File: config.mk
export PLATFORM = sky130hd
export DESIGN_NAME = alu_div_restoring
export DESIGN_NICKNAME = d
export VERILOG_FILES = /design/src/rtl/alu_div_restoring.sv
export SDC_FILE = /design/constraint.sdc
export NUM_CORES = 1
export LEC_CHECK = 0
export CORE_AREA = 4 4 55 57
export CTS_CLUSTER_DIAMETER = 60
export CTS_CLUSTER_SIZE = 30
export DETAILED_ROUTE_END_ITERATION = 12
export DIE_AREA = 0 0 59 61
export GPL_TIMING_DRIVEN = 0
export PLACE_DENSITY_LB_ADDON = 0.25
export REMOVE_ABC_BUFFERS = 1
export SLEW_MARGIN = 40
export SYNTH_ARGS = -nofsm -noshare
export SYNTH_HDL_FRONTEND = slang
export SYNTH_SLANG_ARGS = --single-unit
File: constraint.sdc
create_clock -name clk -period 3.9 [get_ports clk]
set_clock_uncertainty 0.05 [all_clocks]
set_input_delay 0.39 -clock clk [delete_from_list [all_inputs] [get_ports clk]]
set_output_delay 0.39 -clock clk [all_outputs]
set_load 0.01 [all_outputs]
File: src/rtl/alu_div_restoring.sv
// Sequential unsigned restoring divider: one trial subtraction per clock,
// start/busy/done handshake, registered quotient/remainder/div_by_zero.
module alu_div_restoring #(
  parameter int WIDTH = 4
) (
  input  logic             clk,
  input  logic             rst_n,
  input  logic             start,
  input  logic [WIDTH-1:0] dividend,
  input  logic [WIDTH-1:0] divisor,
  output logic             busy,
  output logic             done,
  output logic [WIDTH-1:0] quotient,
  output logic [WIDTH-1:0] remainder,
  output logic             div_by_zero
);

  localparam int CW = (WIDTH > 2) ? $clog2(WIDTH) : 1;
  localparam logic [CW-1:0] LAST = CW'(WIDTH - 1);

  typedef enum logic {IDLE, RUN} state_t;

  state_t           state_reg, state_next;
  logic [CW-1:0]    cnt_reg, cnt_next;
  // Partial remainder. The top bit of an accepted trial difference is always
  // zero (T < V), and a restore keeps S whose top bit is only set when S > V,
  // so only the low WIDTH bits ever carry information.
  logic [WIDTH-1:0] rem_reg, rem_next;
  logic [WIDTH-1:0] dvd_reg, dvd_next;
  logic [WIDTH-1:0] quo_reg, quo_next;
  logic [WIDTH-1:0] dsr_reg, dsr_next;
  logic             done_reg, done_next;
  logic [WIDTH-1:0] quotient_reg, quotient_next;
  logic [WIDTH-1:0] remainder_reg, remainder_next;
  logic             dbz_reg, dbz_next;

  logic [WIDTH:0]   shifted;
  logic [WIDTH+1:0] diff;
  logic             borrow;
  logic [WIDTH-1:0] new_q;
  logic [WIDTH:0]   new_r;

  always_comb begin
    shifted = {rem_reg, dvd_reg[WIDTH-1]};
    diff    = {1'b0, shifted} - {2'b00, dsr_reg};
    borrow  = diff[WIDTH+1];
    new_q   = {quo_reg[WIDTH-2:0], ~borrow};
    new_r   = borrow ? shifted : diff[WIDTH:0];
  end

  always_comb begin
    state_next     = state_reg;
    cnt_next       = cnt_reg;
    rem_next       = rem_reg;
    dvd_next       = dvd_reg;
    quo_next       = quo_reg;
    dsr_next       = dsr_reg;
    done_next      = 1'b0;
    quotient_next  = quotient_reg;
    remainder_next = remainder_reg;
    dbz_next       = dbz_reg;

    case (state_reg)
      IDLE: begin
        if (start) begin
          if (divisor != '0) begin
            dvd_next   = dividend;
            dsr_next   = divisor;
            rem_next   = '0;
            quo_next   = '0;
            cnt_next   = '0;
            state_next = RUN;
          end else begin
            done_next      = 1'b1;
            dbz_next       = 1'b1;
            quotient_next  = '1;
            remainder_next = dividend;
          end
        end
      end
      RUN: begin
        dvd_next = {dvd_reg[WIDTH-2:0], 1'b0};
        rem_next = new_r[WIDTH-1:0];
        quo_next = new_q;
        cnt_next = cnt_reg + CW'(1);
        if (cnt_reg == LAST) begin
          cnt_next       = '0;
          state_next     = IDLE;
          done_next      = 1'b1;
          dbz_next       = 1'b0;
          quotient_next  = new_q;
          remainder_next = new_r[WIDTH-1:0];
        end
      end
      default: state_next = IDLE;
    endcase
  end

  always_ff @(posedge clk or negedge rst_n) begin
    if (!rst_n) begin
      state_reg     <= IDLE;
      cnt_reg       <= '0;
      rem_reg       <= '0;
      dvd_reg       <= '0;
      quo_reg       <= '0;
      dsr_reg       <= '0;
      done_reg      <= 1'b0;
      quotient_reg  <= '0;
      remainder_reg <= '0;
      dbz_reg       <= 1'b0;
    end else begin
      state_reg     <= state_next;
      cnt_reg       <= cnt_next;
      rem_reg       <= rem_next;
      dvd_reg       <= dvd_next;
      quo_reg       <= quo_next;
      dsr_reg       <= dsr_next;
      done_reg      <= done_next;
      quotient_reg  <= quotient_next;
      remainder_reg <= remainder_next;
      dbz_reg       <= dbz_next;
    end
  end

  assign busy        = (state_reg == RUN);
  assign done        = done_reg;
  assign quotient    = quotient_reg;
  assign remainder   = remainder_reg;
  assign div_by_zero = dbz_reg;

endmodule

==> reports/metrics.yaml <==
logic_synthesis:
  ys_warn_count: 0
  synth_edf_count: 0
  synth_area_um2: 1370
  ys_types: 30
  post_synth.cell_area_avg_um2: 10.1
  yosys_register_bits: 28
  ys_seq_area_frac: 0.512
  netlist_instances: 135
  synthArstFlopShare: 1.00
  synth_ff_type: "dfrtp_1"
final_layout:
  final_cell_mix: "27 x dfrtp_1, 25 x nand2_1, 20 x clkdlybuf4s50_1"
  syn_to_final_growth_pct: 18.4
  seqCellArea_um2: 702
  fillers: 232
  final_common_cell: "dfrtp_1"
  fin_area_um2: 1620
  multi_input_area_um2: 597
  antenna_cells: 0
  drive_above_1_share: 0.0839
  final_nets: 173
  fin_util: 0.654
clock_tree:
  clkSinkCount: 28
  root_buffer: "clkbuf_4"
  hold_buffers: 0
  clockBufferDepth: 2
  cts_resized: 0
  insertion_delay_ns: 0.33
  tritoncts: "built"
  cts_max_level: 1
  clk_pin_slew_ns: 0.15
  post_cts_buffers: 0
  numCtsBuffers: 3
power:
  seq_power_share: 0.400
  power.density_nw_per_um2: 836
  p_sw_frac: 0.371
  p_leak_nw: 0.755
  clock_power_share: 0.141
  irDropWorstVdd_v: 0.000464
  cellInternalPower_mw: 0.852
  combPwrFrac: 0.459
  power.switching_mw: 0.503
global_route:
  antenna_found_initial: 0
  gr-total-overflow: 0
  grt_start_max_net_pins: 33
  first_global_vias: 996
  track_usage: 0.164
  grt_pass1_wl_mm: 4.40
drt:
  routed_wl_mm: 2.51
  viasPerCell: 5.33
  drtIter0Drc: 41
  final_antenna_net_count: 0
  wl_per_cell_um: 13.6
  drc_errors: 0
  num_vias: 986
  first_pass_iters: 4
sta:
  whs_ns: -0.00645
  period_share: 0.598
  tightest_slew_ns: 0.747
  grt_setup_unrepaired: "no"
  tns_ns: 0
  drv_slew: 0
  hold_viol_final: 20
  slew_headroom: 0.498
  finalSetupViolCount: 0
  fmax_mhz: 429
  period_minus_slack_ns: 2.33
outcome:
  violations: "negative hold slack"
  status: "finished with violations"
hold_path:
  hp-class: "input pin to async pin"
critical_path:
  arrival_ns: 2.54
  worstReg2RegEnd: "remainder[2]"
  crit_fanout: 5
  cp-start-kind: "register"
  reg2reg_depth: 6
  crit_required_ns: 4.11
  reg2reg_slack_ns: 1.57
  crit_type: "register to register"
  r2r_start: "rem_reg[1]"
  cp-end-kind: "register"
die:
  core-area_um2: 2480
  start_util: 0.553
  ios: 22
  dieArea_um2: 3600
  die_y_um: 61
  std_cell_rows: 18
  die_x_um: 59
job:
  maxCapViolCount: 0
placement:
  gp_congestion: 0.813
  portBuffers: 21
  post_dp_cell_area_um2: 1570
  dp_hpwl_mm: 1.89
[power groups by stage]
stage | sequential, mW | combinational (mW) | clock [mW]
6_report | 0.542 | 0.622 | 0.192
5_1_grt | 0.566 | 0.707 | 0.206
4_1_cts | 0.545 | 0.630 | 0.194
3_5_place_dp | 0.552 | 0.625 | 0
3_3_place_gp | 0.540 | 0.600 | 0
2_1_floorplan | 0.548 | 0.399 | 0
[synthesized netlist by cell type, drive strengths merged (2+ instances only)]
library cell | n | share of area
a21o | 2 | 0.011
a21oi | 7 | 0.026
a31oi | 2 | 0.0091
buf | 3 | 0.020
clkbuf | 2 | 0.013
dfrtp | 28 | 0.51
ha | 5 | 0.046
inv | 7 | 0.019
mux2 | 2 | 0.016
mux2i | 7 | 0.051
nand2 | 26 | 0.073
nand2b | 4 | 0.018
nor2 | 12 | 0.033
o21ai | 14 | 0.057
o22a | 2 | 0.013
or2b | 2 | 0.011
[stage by stage]
step / instances / power (mW) / hold WS [ns] / worst slack, ns
after CTS: 185 / 1.37 / 0.0109 / 1.59
after floorplan: 130 / 0.948 / 0.0444 / 1.92
after detailed placement: 181 / 1.18 / 0.387 / 1.36
final: 185 / 1.36 / -0.00645 / 1.57
after global placement: 181 / 1.14 / 0.418 / 1.40
after global routing: 185 / 1.48 / 0.0229 / 1.47
[layer usage]
layer  vias to the layer above  share of wire  routed length [um]  GRT usage
met5                         -              0                   0          0
met4                         0          0.020                  51     0.0777
met3                         5          0.045                 112     0.0277
met2                        24           0.48                1210      0.282
met1                       463           0.45                1130      0.202
li1                        494              -                   -          -
[final cells by class]
class | instances | share of cell area
sequential | 28 | 0.433
multi-input combinational | 95 | 0.368
timing repair buffer | 21 | 0.127
tap | 30 | 0.0232
clock inverter | 1 | 0.0185
inverter | 7 | 0.0162
clock buffer | 3 | 0.0139
[logic make-up after synthesis]
group / count (synthesis) / synth area share
adder cells (fa/ha/maj): 6 / 0.0603
buffers and inverters: 12 / 0.0521
AO/OA/AOI/OAI: 30 / 0.133
XOR/XNOR: 1 / 0.00640
AND/OR/NAND/NOR: 49 / 0.169
multiplexers: 9 / 0.0676
flip-flops: 28 / 0.512
[critical path: stages, from the launching register on]
cell	delay, ns
dfrtp_1	0.43
ha_1	0.34
o21ai_0	0.19
a21oi_1	0.08
nor3_1	0.58
mux2_2	0.43
a31oi_1	0.17
[how the worst max path moves through the flow]
| stage | cells after the start | slack (ns) | to | from |
|---|---|---|---|---|
| floorplan | 6 | 1.92 | remainder[2] | rem_reg[1] |
| global placement | 6 | 1.40 | remainder[1] | divisor[1] |
| detailed placement | 6 | 1.36 | remainder[1] | divisor[1] |
| CTS | 6 | 1.59 | remainder[2] | rem_reg[1] |
| global route | 6 | 1.47 | remainder[2] | rem_reg[1] |
| finish | 6 | 1.57 | remainder[2] | rem_reg[1] |
Note: power is estimated with default switching activity, not from simulation.
